$ cat src/rtl/ctrl_pkg.sv
// ctrl_pkg: opcode, state and select encodings shared by the multicycle control unit
package ctrl_pkg;
  localparam logic [5:0] OP_ADD   = 6'b000000;
  localparam logic [5:0] OP_SUB   = 6'b000001;
  localparam logic [5:0] OP_AND   = 6'b010000;
  localparam logic [5:0] OP_SLT   = 6'b100110;
  localparam logic [5:0] OP_ADDIU = 6'b000010;
  localparam logic [5:0] OP_ORI   = 6'b010010;
  localparam logic [5:0] OP_SW    = 6'b110000;
  localparam logic [5:0] OP_LW    = 6'b110001;
  localparam logic [5:0] OP_BEQ   = 6'b110100;
  localparam logic [5:0] OP_BNE   = 6'b110101;
  localparam logic [5:0] OP_J     = 6'b111000;
  localparam logic [5:0] OP_JR    = 6'b111001;
  localparam logic [5:0] OP_JAL   = 6'b111010;
  localparam logic [5:0] OP_HALT  = 6'b111111;
  typedef enum logic [3:0] {
    S_IF, S_ID, S_EXE_AL, S_WB_AL, S_EXE_BR, S_EXE_LS, S_MEM, S_WB_LD, S_HALT
  } state_t;
  localparam logic [1:0] PC_NEXT = 2'b00;
  localparam logic [1:0] PC_BR   = 2'b01;
  localparam logic [1:0] PC_RS   = 2'b10;
  localparam logic [1:0] PC_JMP  = 2'b11;
  localparam logic [2:0] ALU_ADD = 3'b000;
  localparam logic [2:0] ALU_SUB = 3'b001;
  localparam logic [2:0] ALU_AND = 3'b010;
  localparam logic [2:0] ALU_OR  = 3'b011;
  localparam logic [2:0] ALU_SLT = 3'b100;
  localparam logic [1:0] RD_RA = 2'b00;
  localparam logic [1:0] RD_RT = 2'b01;
  localparam logic [1:0] RD_RD = 2'b10;
  typedef struct packed {
    logic alu;
    logic ls;
    logic br;
    logic jmp;
    logic halt;
    logic undef;
  } op_class_t;
endpackage

$ cat src/rtl/ctrl_decode.sv
// ctrl_decode: opcode to static datapath fields plus one-hot instruction class
// Ports: i_opcode in; o_ext_sel, o_alu_src_b, o_alu_op, o_reg_dst, o_wr_reg_d_src, o_cls out
module ctrl_decode
  import ctrl_pkg::*;
(
  input  logic [5:0] i_opcode,
  output logic       o_ext_sel,
  output logic       o_alu_src_b,
  output logic [2:0] o_alu_op,
  output logic [1:0] o_reg_dst,
  output logic       o_wr_reg_d_src,
  output op_class_t  o_cls
);
  logic w_rtype, w_imm, w_mem, w_br, w_jmp, w_halt;
  always_comb begin
    w_rtype = i_opcode == OP_ADD || i_opcode == OP_SUB || i_opcode == OP_AND || i_opcode == OP_SLT;
    w_imm = i_opcode == OP_ADDIU || i_opcode == OP_ORI;
    w_mem = i_opcode == OP_SW || i_opcode == OP_LW;
    w_br = i_opcode == OP_BEQ || i_opcode == OP_BNE;
    w_jmp = i_opcode == OP_J || i_opcode == OP_JR || i_opcode == OP_JAL;
    w_halt = i_opcode == OP_HALT;
    o_ext_sel = i_opcode != OP_ORI;
    o_alu_src_b = w_imm || w_mem;
    o_alu_op = (i_opcode == OP_SUB || w_br) ? ALU_SUB :
               i_opcode == OP_AND ? ALU_AND :
               i_opcode == OP_ORI ? ALU_OR :
               i_opcode == OP_SLT ? ALU_SLT : ALU_ADD;
    o_reg_dst = w_rtype ? RD_RD : (w_imm || i_opcode == OP_LW) ? RD_RT : RD_RA;
    o_wr_reg_d_src = i_opcode != OP_JAL;
    o_cls = '{alu: w_rtype || w_imm, ls: w_mem, br: w_br, jmp: w_jmp, halt: w_halt,
              undef: !(w_rtype || w_imm || w_mem || w_br || w_jmp || w_halt)};
  end
endmodule

$ cat src/rtl/multicycle_ctrl.sv
// multicycle_ctrl: multi-cycle MIPS control FSM sequencing IF/ID/EXE/MEM/WB
// Ports: CLK, RST (sync, active-high), opcode, zero in; PC, IR, regfile, ALU and memory controls plus halted out
module multicycle_ctrl
  import ctrl_pkg::*;
(
  input  logic       CLK,
  input  logic       RST,
  input  logic [5:0] opcode,
  input  logic       zero,
  output logic       PCWre,
  output logic [1:0] PCSrc,
  output logic       IRWre,
  output logic       ExtSel,
  output logic       ALUSrcB,
  output logic [2:0] ALUOp,
  output logic [1:0] RegDst,
  output logic       RegWre,
  output logic       WrRegDSrc,
  output logic       mRD,
  output logic       mWR,
  output logic       DBDataSrc,
  output logic       halted
);
  state_t r_state, w_next;
  op_class_t w_cls;
  logic w_ext_sel, w_alu_src_b, w_wr_reg_d_src;
  logic [2:0] w_alu_op;
  logic [1:0] w_reg_dst, w_pc_src;
  logic w_pc_wre, w_ir_wre, w_reg_wre, w_mrd, w_mwr, w_db_src, w_taken;
  ctrl_decode u_dec (
    .i_opcode      (opcode),
    .o_ext_sel     (w_ext_sel),
    .o_alu_src_b   (w_alu_src_b),
    .o_alu_op      (w_alu_op),
    .o_reg_dst     (w_reg_dst),
    .o_wr_reg_d_src(w_wr_reg_d_src),
    .o_cls         (w_cls)
  );
  always_ff @(posedge CLK)
    r_state <= RST ? S_IF : w_next;
  assign w_taken = (opcode == OP_BEQ && zero) || (opcode == OP_BNE && !zero);
  always_comb begin
    w_next = r_state;
    w_pc_wre = 1'b0;
    w_pc_src = PC_NEXT;
    w_ir_wre = 1'b0;
    w_reg_wre = 1'b0;
    w_mrd = 1'b0;
    w_mwr = 1'b0;
    w_db_src = 1'b0;
    case (r_state)
      S_IF: begin
        w_ir_wre = 1'b1;
        w_next = S_ID;
      end
      S_ID: begin
        w_next = S_IF;
        if (w_cls.jmp) begin
          w_pc_wre = 1'b1;
          w_pc_src = opcode == OP_JR ? PC_RS : PC_JMP;
          w_reg_wre = opcode == OP_JAL;
        end else if (w_cls.br) w_next = S_EXE_BR;
        else if (w_cls.ls) w_next = S_EXE_LS;
        else if (w_cls.alu) w_next = S_EXE_AL;
        else if (w_cls.halt) w_next = S_HALT;
        else if (w_cls.undef) w_pc_wre = 1'b1;
      end
      S_EXE_AL: w_next = S_WB_AL;
      S_WB_AL: begin
        w_reg_wre = 1'b1;
        w_pc_wre = 1'b1;
        w_next = S_IF;
      end
      S_EXE_BR: begin
        w_pc_wre = 1'b1;
        w_pc_src = w_taken ? PC_BR : PC_NEXT;
        w_next = S_IF;
      end
      S_EXE_LS: w_next = S_MEM;
      S_MEM: begin
        w_mrd = opcode == OP_LW;
        w_mwr = opcode == OP_SW;
        w_pc_wre = opcode != OP_LW;
        w_next = opcode == OP_LW ? S_WB_LD : S_IF;
      end
      S_WB_LD: begin
        w_mrd = 1'b1;
        w_reg_wre = 1'b1;
        w_db_src = 1'b1;
        w_pc_wre = 1'b1;
        w_next = S_IF;
      end
      S_HALT: w_next = S_HALT;
      default: w_next = S_IF;
    endcase
  end
  // reset forces every output low, static fields included
  always_comb begin
    {PCWre, PCSrc, IRWre, RegWre, mRD, mWR, DBDataSrc, halted} = RST ? 9'd0 :
      {w_pc_wre, w_pc_src, w_ir_wre, w_reg_wre, w_mrd, w_mwr, w_db_src, r_state == S_HALT};
    {ExtSel, ALUSrcB, ALUOp, RegDst, WrRegDSrc} = RST ? 8'd0 :
      {w_ext_sel, w_alu_src_b, w_alu_op, w_reg_dst, w_wr_reg_d_src};
  end
endmodule

$ cat config.mk
export PLATFORM = sky130hd
export DESIGN_NAME = multicycle_ctrl
export DESIGN_NICKNAME = d
export VERILOG_FILES = /design/src/rtl/ctrl_pkg.sv /design/src/rtl/ctrl_decode.sv /design/src/rtl/multicycle_ctrl.sv
export SDC_FILE = /design/constraint.sdc
export NUM_CORES = 1
export LEC_CHECK = 0
export CAP_MARGIN = 20
export CORE_MARGIN = 2
export CORE_UTILIZATION = 41
export DETAILED_ROUTE_END_ITERATION = 7
export DONT_BUFFER_PORTS = 1
export PLACE_DENSITY = 0.66
export SYNTH_ARGS = -nofsm -noshare
export SYNTH_HDL_FRONTEND = slang
export SYNTH_HIERARCHICAL = 1
export SYNTH_SLANG_ARGS = --single-unit
$ cat constraint.sdc
create_clock -name CLK -period 4.03 [get_ports CLK]
set_clock_uncertainty 0.1 [all_clocks]
set_input_delay 0.403 -clock CLK [delete_from_list [all_inputs] [get_ports CLK]]
set_output_delay 0.403 -clock CLK [all_outputs]
set_load 0.03 [all_outputs]
======== Yosys cells after proc, flatten, opt, wreduce, memory -nomap -nowiden ========
Index checks and enable logic that the tools add are counted.
storage, ports and cells
  memories ................................ 0
  output and inout bits ................... 17
  memory bits (writable) .................. 0
  bits in registers ....................... 4
  word-level logic and storage cells ...... 81
  input bits .............................. 9
  bits in latches ......................... 0
  memory bits (read-only) ................. 0
operators by class
  multiplexer cells ....................... 32
  bitwise logic cells ..................... 0
  $lt $le $gt $ge ......................... 0
  $add $sub $neg .......................... 0
  multipliers ............................. 0
  divide/modulo/power cells ............... 0
  shift operators ......................... 0
  reductions and logical operators ........ 24
  equality and inequality tests ........... 24
operators by type and width
  kind                                                                      number
  6-bit == test (second input constant)                                     9
  4-bit one-hot mux with 6 select lines                                     1
  4-bit 2-to-1 mux                                                          5
  1-bit logical OR                                                          17
  4-bit by 3-bit == test with 1-bit output (second input constant)          4
  3-bit 2-to-1 mux                                                          5
  1-bit 2-to-1 mux                                                          13
  6-bit by 5-bit == test with 1-bit output (second input constant)          2
  6-bit inequality test (second input constant)                             2
  9-bit 2-to-1 mux                                                          1
  4-bit by 2-bit == test with 1-bit output (second input constant)          2
  8-bit 2-to-1 mux                                                          1
  6-bit by 1-bit == test with 1-bit output (second input constant)          1
  6-bit by 2-bit == test with 1-bit output (second input constant)          1
  6-bit zero test                                                           1
  6-bit by 5-bit inequality test with 1-bit output (second input constant)  1
  4-bit by 1-bit == test with 1-bit output (second input constant)          1
  4-bit == test (second input constant)                                     1
  4-bit zero test                                                           1
  2-bit 2-to-1 mux                                                          2
  1-bit one-hot mux with 2 select lines                                     2
  2-bit one-hot mux with 2 select lines                                     1
  1-bit one-hot mux with 3 select lines                                     1
  3-bit OR reduction                                                        1
  3 further kinds                                                           4

======== Depth between registers and ports, before layout ========
Gate-level depths: netlist (run 1).
  depth after elaboration ................. 17
  depth in mapped cells ................... 7
  depth with buffers taken out ............ 6

======== Modules after synthesis ========
Netlist (run 1), hierarchy kept.
by module, submodules not included
  module           seq. area each (µm²)  cells an instance  times used  area an instance (µm²)
  multicycle_ctrl  80.1                  79                 1           573.0
  ctrl_decode      0.0                   52                 1           331.6

======== Worst setup path after synthesis (run 1) ========
No wires, ideal clock.
  path type ............................... input to output
  start ................................... in opcode[3]
  end ..................................... out PCWre
  slack ................................... 1.483 ns
  data arrival time ....................... 2.044 ns
  buffers on the path ..................... 2
  required time ........................... 3.527 ns
  cell stages on the path ................. 7
  cell sequence ........................... buf_1 > nand3_1 > a211oi_1 > buf_4 > nor2b_1 > a311oi_1 > o21ai_0
RTL lines
  what                                       RTL line               RTL
  start, declared                            multicycle_ctrl.sv:8   input logic [5:0] opcode,
  6-bit == test                              ctrl_decode.sv:20      w_jmp = i_opcode == OP_J || i_opcode == OP_JR || i_opcode == OP_JAL;
  1-bit logical OR                           ctrl_decode.sv:20
  1-bit logical OR (*)                       ctrl_decode.sv:20
  named net u_dec.w_jmp                      ctrl_decode.sv:14      logic w_rtype, w_imm, w_mem, w_br, w_jmp, w_halt;
  1-bit logical OR (2 in series)             ctrl_decode.sv:31      undef: !(w_rtype || w_imm || w_mem || w_br || w_jmp || w_halt)};
  1-bit 2-to-1 mux                           multicycle_ctrl.sv:66  else if (w_cls.undef) w_pc_wre = 1'b1;
  1-bit 2-to-1 mux                           multicycle_ctrl.sv:65  else if (w_cls.halt) w_next = S_HALT;
  1-bit 2-to-1 mux                           multicycle_ctrl.sv:64  else if (w_cls.alu) w_next = S_EXE_AL;
  1-bit 2-to-1 mux                           multicycle_ctrl.sv:63  else if (w_cls.ls) w_next = S_EXE_LS;
  1-bit 2-to-1 mux                           multicycle_ctrl.sv:62  end else if (w_cls.br) w_next = S_EXE_BR;
  1-bit 2-to-1 mux (*)                       multicycle_ctrl.sv:58  if (w_cls.jmp) begin
  1-bit one-hot mux with 3 select lines (*)  multicycle_ctrl.sv:51  case (r_state)
  9-bit 2-to-1 mux (*)                       multicycle_ctrl.sv:99  {PCWre, PCSrc, IRWre, RegWre, mRD, mWR, DBDataSrc, halted} = RST ? 9'd0 :
  end, declared                              multicycle_ctrl.sv:10  output logic PCWre,
Mark *: on every way through the listed nets, which the timed path passes. The rest lies on a longest branch.

==> flow_metrics.env, run 1 <==
export IMPL_ctsResizeCount=0
export IMPL_clockBufferDepth=2
export IMPL_antenna_diode_count=0
export IMPL_p_total_w=0.000150
export IMPL_cap_violations=0
export IMPL_crit_type="in -> out"
export IMPL_layout_nets=130
export IMPL_core_sq_mm=0.00215
export IMPL_end_kind="output port"
export IMPL_via_per_inst=6.27
export IMPL_p_leak_nw=0.268
export IMPL_drive_gt1_share_pct=10.1
export IMPL_clockRootBuffer="clkbuf_4"
export IMPL_drtIter0Drc=21
export IMPL_cts_tree="built"
export IMPL_postCtsSetupBuffers=0
export IMPL_top_register="r_state"
export IMPL_register_area_sq_um=80.1
export IMPL_setup_viol=0
export IMPL_fin_setup_tns_ns=0
export IMPL_worstPathMaxFanout=17
export IMPL_synth_seq_cells=4
export IMPL_netlist_area_sq_um=905
export IMPL_avgRoutedWirePerCell_um=15.1
export IMPL_start_kind="primary input"
export IMPL_die_h_um=51.0
export IMPL_synthCells=131
export IMPL_finalHoldViolCount=0
export IMPL_pin_count=26
export IMPL_grt_pass1_vias=837
export IMPL_grt_pass1_wl_mm=3.58
export IMPL_required_ns=3.53
export IMPL_worst_slew_pin_slew_ns=0.952
export IMPL_utilization_pct=40.6
export IMPL_final_antenna_net_count=0
export IMPL_syn_nets=140
export IMPL_synth_seq_area_share_pct=8.85
export IMPL_cts_hold_buf=0
export IMPL_clk_latency_ns=0.23
export IMPL_area_growth_pct=-3.60
export IMPL_synth_warning_count=6
export IMPL_rsz0062_at_grt="false"
export IMPL_crit_arrival_ns=2.18
export IMPL_place_detailed_hpwl_mm=1.53
export IMPL_design_die_area_sq_mm=0.00260
export IMPL_synth_area_leaders="dfxtp_1 (8.9%), nor2b_1 (8.3%), buf_4 (5.0%)"
export IMPL_antenna_found_initial=0
export IMPL_fmax_mhz=373
export IMPL_numPortBuffers=0
export IMPL_period_share_pct=66.5
export IMPL_grt_max_degree=22
export IMPL_numClockSinks=4
export IMPL_gp_congestion=0.793
export IMPL_rows=17
export IMPL_cts_made_buffers=3
export IMPL_min_period_ns=2.68
export IMPL_start_util_pct=42.1
export IMPL_largest_register_ffs=4
export IMPL_fillers=226
export IMPL_multi_input_area_sq_um=704
export IMPL_wl_mm=2.22
export IMPL_die_x_um=51.0
export IMPL_vias=922
export IMPL_yosysTopAreaCell="dfxtp_1"
export IMPL_slew_viol_final=0
export IMPL_hold_path_class="in -> reg"
export IMPL_syn_avg_cell_area_sq_um=6.91
export IMPL_grt_usage_pct=16.8
export IMPL_power_density_mw_per_mm2=172
export IMPL_reg_top3="r_state (4)"
export IMPL_htree_levels=1
export IMPL_gr_total_overflow=0
export IMPL_ir_worst_vdd_v=0.0000848
export IMPL_drc=0
export IMPL_synth_cell_types=45
export IMPL_cts_clk_slew_worst_paths_ns=0.04
export IMPL_first_pass_iters=4
export IMPL_status="complete, no violations"
export IMPL_relSlewSlack_pct=35.9
export IMPL_synth_top_cell_area_share_pct=8.85
[cells in the final DEF, fill, tap and decap left out, drive strengths merged, types with 2 or more instances in the layout]
master,count
or2,2
a21oi,9
nand2b,3
or3b,2
nand4,4
and2b,3
xor2,2
dfxtp,4
nand3,6
o21ai,3
nor4,2
nor2b,12
a311oi,4
clkbuf,3
nand2,8
inv,4
nand4b,2
a211oi,5
nor2,11
buf,2
nor3,7
o311ai,2
nor4b,4
and4b,2
[per-layer routing]
metal	vias up	wire (um)	GRT usage, %
met2	29	1010	28.6
met3	0	104	0.585
met4	0	0	2.70
li1	461	-	-
met1	432	1100	23.9
met5	-	0	0
[cell families (layout without fill, tap and decap cells)]
family / count (synthesis) / count (layout) / share of synthesized area [%]
simple gates: 76 / 76 / 52.7
compound gates: 27 / 27 / 22.0
buf+inv: 21 / 9 / 13.3
flops: 4 / 4 / 8.85
xor+xnor: 2 / 2 / 1.94
mux: 1 / 1 / 1.24
[cell type report]
class	instances	area share [%]
multi-input combinational	106	80.8
timing repair buffer	2	1.72
inverter	4	1.72
clock buffer	3	2.58
tap	28	4.02
sequential	4	9.18
[critical path, cell delays in order]
cell and delay, ns:
nand3_1 0.10, a211oi_1 0.62, nor2b_1 0.21, a311oi_1 0.06, o21ai_0 0.78
[cells in the mapped netlist, drive strengths merged]
library cell  instances
clkbuf                4
mux2                  1
and4b                 2
nand3b                1
nor2                 11
and2                  1
nand2b                3
a2111o                1
nand4                 4
nand3                 6
a311oi                4
or4b                  1
nor4                  2
or2                   2
and3                  1
a211oi                5
or2b                  1
o2111a                1
nor4b                 4
xor2                  2
nor3b                 1
inv                   4
a21oi                 9
nor2b                12
nand4b                2
nand4bb               1
nand2                 8
o311ai                2
or3b                  2
dfxtp                 4
nor3                  7
or4                   1
o21ai                 3
a21o                  1
buf                  13
and2b                 3
o41ai                 1
[power breakdown]
| part | internal (W) | switching, W | total (W) |
|---|---|---|---|
| Clock | 0.0000332 | 0.0000147 | 0.0000479 |
| Combinational | 0.0000233 | 0.0000301 | 0.0000534 |
| Sequential | 0.0000419 | 0.00000650 | 0.0000484 |
| Total | 0.0000984 | 0.0000513 | 0.000150 |
[per-stage QoR]
step | instances | hold slack (ns) | cell area, sq um | setup slack [ns]
finish | 147 | 0.142 | 872 | 1.35
floorplan | 131 | 0.511 | 905 | 1.48
CTS | 147 | 0.138 | 872 | 1.39
global route | 147 | 0.134 | 872 | 1.18
global placement | 144 | 0.375 | 850 | 1.45
detailed placement | 144 | 0.377 | 850 | 1.40
[path summary, 6_finish.rpt]
kind / from / to / slack (ns) / cells past startpoint
max reg2reg: r_state[0]$_SDFF_PP0_ / r_state[2]$_SDFF_PP0_ / 2.20 / 3
min reg2reg: r_state[3]$_SDFF_PP0_ / r_state[3]$_SDFF_PP0_ / 0.56 / 2
min: RST / r_state[3]$_SDFF_PP0_ / 0.14 / 1
max: opcode[3] / PCWre / 1.35 / 5
No activity file was read; power rests on OpenSTA's default activity.
==> run 2, diff against run 1 <==
Clock period 4.03 ns to 2.65 ns, I/O delays scaled along.
==> run 2 against run 1 <==
  * Routed wire length is 1.9% higher
  * Core utilization up 1.9 points
  * Combinational power rose by 61%
  * Die area stayed put
  * Critical path type is now reg -> out
==> flow_metrics.env, run 2 (synthesis gave the netlist of run 1 again) <==
export IMPL_design_die_area_sq_mm=0.00260
export IMPL_top_register="r_state"
export IMPL_antenna_found_initial=0
export IMPL_vias=952
export IMPL_timing_rr_start="r_state[0]$_SDFF_PP0_"
export IMPL_area_growth_pct=0.830
export IMPL_core_sq_mm=0.00215
export IMPL_final_cell_mix="nor2b_1 (12), nor2_1 (11), nand2_1 (8), a21oi_1 (8), nor3_1 (7)"
export IMPL_start_util_pct=42.1
export IMPL_required_ns=2.29
export IMPL_stdcell_area_sq_um=912
export IMPL_pin_count=26
export IMPL_end_kind="output port"
export IMPL_antenna_diode_count=0
export IMPL_power_density_mw_per_mm2=261
export IMPL_first_pass_iters=4
export IMPL_grt_usage_pct=18.3
export IMPL_min_from="opcode[3]"
export IMPL_final_antenna_net_count=0
export IMPL_rsz0062_at_grt="false"
export IMPL_layout_nets=135
export IMPL_clockRootBuffer="clkbuf_4"
export IMPL_worst_slew_pin_slew_ns=0.601
export IMPL_gr_total_overflow=0
export IMPL_crit_chain="nor4b_4 -> o311ai_0 -> a21oi_1 -> buf_4"
export IMPL_slew_viol_final=0
export IMPL_cap_violations=0
export IMPL_ir_worst_vdd_v=0.0000972
export IMPL_numClockSinks=4
export IMPL_place_detailed_hpwl_mm=1.50
export IMPL_status="complete, no violations"
export IMPL_cts_made_buffers=3
export IMPL_grt_pass1_wl_mm=3.75
export IMPL_grt_pass1_vias=846
export IMPL_ctsResizeCount=0
export IMPL_avgRoutedWirePerCell_um=14.8
export IMPL_slowest_stage="dfxtp_1"
export IMPL_clockBufferDepth=2
export IMPL_postCtsSetupBuffers=0
export IMPL_numPortBuffers=0
export IMPL_finalHoldViolCount=0
export IMPL_fin_setup_tns_ns=0
export IMPL_cts_tree="built"
export IMPL_hold_path_class="in -> reg"
export IMPL_crit_type="reg -> out"
export IMPL_reg2regPathDepth=3
export IMPL_rows=17
export IMPL_drtIter0Drc=25
export IMPL_clk_latency_ns=0.24
export IMPL_worstPathMaxFanout=12
export IMPL_crit_arrival_ns=1.82
export IMPL_relSlewSlack_pct=59.9
export IMPL_cpPeakStageDelay_ns=0.55
export IMPL_cts_hold_buf=1
export IMPL_cts_clk_slew_worst_paths_ns=0.04
export IMPL_wl_mm=2.26
export IMPL_largest_register_ffs=4
export IMPL_p_leak_nw=0.294
export IMPL_htree_levels=1
export IMPL_period_share_pct=82.5
export IMPL_setup_viol=0
export IMPL_grt_max_degree=22
export IMPL_via_per_inst=6.26
export IMPL_path_delay_family="flip-flops"
export IMPL_utilization_pct=42.5
export IMPL_start_kind="flip-flop"
export IMPL_whs_path_depth=3
export IMPL_fmax_mhz=458
export IMPL_gp_congestion=0.797
export IMPL_rr_endpoint="r_state[2]$_SDFF_PP0_"
export IMPL_holdPathEnd="r_state[1]$_SDFF_PP0_"
export IMPL_reg_top3="r_state (4)"
export IMPL_die_x_um=51.0
export IMPL_cp_num_buf_inv=1
export IMPL_place_area_sq_um=880
export IMPL_min_period_ns=2.19
export IMPL_drive_gt1_share_pct=12.9
export IMPL_drc=0
export IMPL_die_h_um=51.0
export IMPL_layout_commonest_cell="nor2b_1"
export IMPL_regToRegSetupSlack_ns=0.79
==> run 2: cell types whose count changed in the layout (fill, tap and decap cells not counted) <==
| cell | change |
|---|---|
| buf_4 | +4 |
| dlygate4sd3_1 | +1 |
==> run 2: final cells by class <==
cell class / instances / area [sq um]
fill: 235 / 1240
multi-input combinational: 106 / 704
sequential: 4 / 80.1
timing repair buffer: 7 / 55.1
tap: 28 / 35.0
clock buffer: 3 / 22.5
inverter: 4 / 15.0
==> run 2: worst max path at each step <==
stage,from,endpoint,slack [ns],cells past startpoint
2_1_floorplan,opcode[3],PCWre,0.38,7
4_1_cts,r_state[0]$_SDFF_PP0_,PCSrc[0],0.46,4
3_5_place_dp,opcode[0],PCWre,0.49,7
3_3_place_gp,opcode[0],PCWre,0.52,7
6_report,r_state[0]$_SDFF_PP0_,PCSrc[0],0.46,4
5_1_grt,r_state[0]$_SDFF_PP0_,PCSrc[0],0.27,4
==> run 2: report_power, final <==
group	switching (W)	internal, W	leakage, nW
combinational	0.0000473	0.0000387	0.248
sequential	0.00000996	0.0000637	0.0325
clock	0.0000275	0.0000508	0.0138
==> run 2: stage by stage <==
| step | cells | power (W) | setup slack, ns | hold WS (ns) |
|---|---|---|---|---|
| 4_1_cts | 152 | 0.000240 | 0.460 | 0.198 |
| 6_report | 152 | 0.000238 | 0.465 | 0.199 |
| 3_3_place_gp | 148 | 0.000157 | 0.521 | 0.238 |
| 2_1_floorplan | 131 | 0.000164 | 0.379 | 0.481 |
| 5_1_grt | 152 | 0.000253 | 0.272 | 0.243 |
| 3_5_place_dp | 148 | 0.000158 | 0.489 | 0.240 |
==> run 2: per-layer routing <==
layer	GRT usage (%)	vias up	wire, um
met5	0	-	0
met4	6.76	0	19
met3	3.51	2	123
met2	29.9	30	1040
met1	23.8	446	1070
li1	-	474	-
==> run 2: worst register-to-register path, cell delays in order, from the launching register on <==
cell      delay (ns)
dfxtp_1         0.55
nor4b_4         0.45
or3b_1          0.41
a311oi_2        0.26
==> run 3, diff against run 2 <==
Clock period 2.65 ns to 2.3 ns, I/O delays scaled along.
==> run 3 against run 2 <==
  * Clock-buffer cell count did not move
  * Die area stayed put
  * Global-route usage fell by 0.41 points
  * Routed wire length is 0.75% lower
  * Non-clock buffer count grew 4
  * Clock power increased by 8.9%
  * Register-to-register slack worse by 0.39 ns
  * Sequential share of layout area decreased by 0.28 points
  * Combinational power up 17%
  * Total power rose by 14%
  * Core utilization increased by 1.4 points
==> flow_metrics.env, run 3 (synthesis gave the netlist of run 1 again) <==
export IMPL_p_seq_share_pct=31.3
export IMPL_setup_viol=0
export IMPL_numPortBuffers=0
export IMPL_preCtsSetupSlack_ns=0.208
export IMPL_netSwitchingPower_w=0.0000940
export IMPL_p_leak_nw=0.316
export IMPL_period_share_pct=93.7
export IMPL_fmax_mhz=464
export IMPL_p_comb_share_pct=37.2
export IMPL_design_die_area_sq_mm=0.00260
export IMPL_ir_worst_vdd_v=0.000173
export IMPL_grt_pass1_wl_mm=3.84
export IMPL_clk_latency_ns=0.23
export IMPL_grt_pass1_vias=882
export IMPL_area_growth_pct=4.15
export IMPL_fin_setup_tns_ns=0
export IMPL_pin_count=26
export IMPL_place_area_sq_um=910
export IMPL_rsz0062_at_grt="false"
export IMPL_p_clk_share_pct=31.4
export IMPL_crit_arrival_ns=1.82
export IMPL_cts_clk_slew_worst_paths_ns=0.04
export IMPL_die_x_um=51.0
export IMPL_clockRootBuffer="clkbuf_4"
export IMPL_gp_congestion=0.796
export IMPL_status="complete, no violations"
export IMPL_sw_frac_of_total_pct=34.6
export IMPL_rows=17
export IMPL_antenna_diode_count=0
export IMPL_layout_commonest_cell="nor2b_1"
export IMPL_cts_tree="built"
export IMPL_top_register="r_state"
export IMPL_reg_top3="r_state (4)"
export IMPL_via_per_inst=6.14
export IMPL_finalHoldViolCount=0
export IMPL_crit_chain="nor4b_4 -> o311ai_0 -> a21oi_1 -> buf_4"
export IMPL_fin_ws_ns=0.145
export IMPL_cap_violations=0
export IMPL_min_period_ns=2.15
export IMPL_crit_type="reg -> out"
export IMPL_clockBufferDepth=2
export IMPL_end_kind="output port"
export IMPL_antenna_found_initial=0
export IMPL_worstPathMaxFanout=12
export IMPL_intPower_w=0.000177
export IMPL_hold_path_class="in -> reg"
export IMPL_start_kind="flip-flop"
export IMPL_wl_mm=2.24
export IMPL_drive_gt1_share_pct=15.6
export IMPL_worst_slew_pin_slew_ns=0.594
export IMPL_required_ns=1.97
export IMPL_stdcell_area_sq_um=942
export IMPL_gr_total_overflow=0
export IMPL_numClockSinks=4
export IMPL_cpPeakStageDelay_ns=0.55
export IMPL_met1Wirelength_mm=1.11
export IMPL_wl_met2_mm=1.04
export IMPL_die_h_um=51.0
export IMPL_grt_usage_pct=17.9
export IMPL_final_antenna_net_count=0
export IMPL_largest_register_ffs=4
export IMPL_grt_max_degree=22
export IMPL_p_total_w=0.000271
export IMPL_start_util_pct=42.1
export IMPL_layout_nets=139
export IMPL_top_layer="met3"
export IMPL_drtIter0Drc=15
export IMPL_wl_met3_um=86
export IMPL_slowest_stage="dfxtp_1"
export IMPL_htree_levels=1
export IMPL_cts_made_buffers=3
export IMPL_utilization_pct=43.9
export IMPL_power_density_mw_per_mm2=288
export IMPL_final_cell_mix="nor2b_1 (12), nor2_1 (11), buf_4 (10)"
export IMPL_core_sq_mm=0.00215
export IMPL_postCtsSetupBuffers=0
export IMPL_first_pass_iters=4
export IMPL_place_detailed_hpwl_mm=1.50
export IMPL_relSlewSlack_pct=60.3
export IMPL_avgRoutedWirePerCell_um=14.4
export IMPL_slew_viol_final=0
export IMPL_vias=958
export IMPL_drc=0
==> run 3: critical path, delay by kind of cell (launching register included) <==
| kind | cells | cell delay, ns |
|---|---|---|
| buffers and inverters | 1 | 0.18 |
| AND/OR/NAND/NOR | 1 | 0.46 |
| AO/OA/AOI/OAI | 2 | 0.40 |
| flip-flops | 1 | 0.55 |
==> run 3: power groups by stage <==
stage	registers (W)	clock network (W)	logic (W)
2_1_floorplan	0.0000763	0	0.000112
3_3_place_gp	0.0000858	0	0.0000964
3_5_place_dp	0.0000855	0	0.0000976
4_1_cts	0.0000845	0.0000871	0.000101
5_1_grt	0.0000866	0.0000913	0.000111
6_report	0.0000850	0.0000853	0.000101
==> run 3: cell type report <==
class / count / area, sq um
clock buffers: 3 / 22.5
fillers: 231 / 1210
inverters: 4 / 15.0
multi-input cells: 106 / 704
flip-flops and latches: 4 / 80.1
well taps: 28 / 35.0
repair buffers: 11 / 85.1
==> run 3: path summary, 6_finish.rpt <==
check                                to  slack (ns)                  start  depth (start not counted)
setup / recovery               PCSrc[0]        0.15  r_state[0]$_SDFF_PP0_                          4
hold reg to reg   r_state[3]$_SDFF_PP0_        0.56  r_state[3]$_SDFF_PP0_                          2
setup reg to reg  r_state[2]$_SDFF_PP0_        0.40  r_state[0]$_SDFF_PP0_                          3
hold / removal    r_state[1]$_SDFF_PP0_        0.20              opcode[3]                          3
==> run 3: metrics by stage <==
step	hold slack, ns	instances
global route	0.205	156
CTS	0.185	156
floorplan	0.446	131
finish	0.200	156
global placement	0.203	152
detailed placement	0.203	152
==> run 3: layer usage <==
| metal | global-route usage [%] | vias up |
|---|---|---|
| li1 | - | 478 |
| met1 | 26.9 | 456 |
| met2 | 28.8 | 24 |
| met3 | 0.585 | 0 |
| met4 | 2.70 | 0 |
| met5 | 0 | - |
==> run 3: what timing repair did <==
item | CTS | global route
endpoints found under the hold margin | 4 | 0
hold buffers | 1 | 0
gates resized for setup | 0 | 0
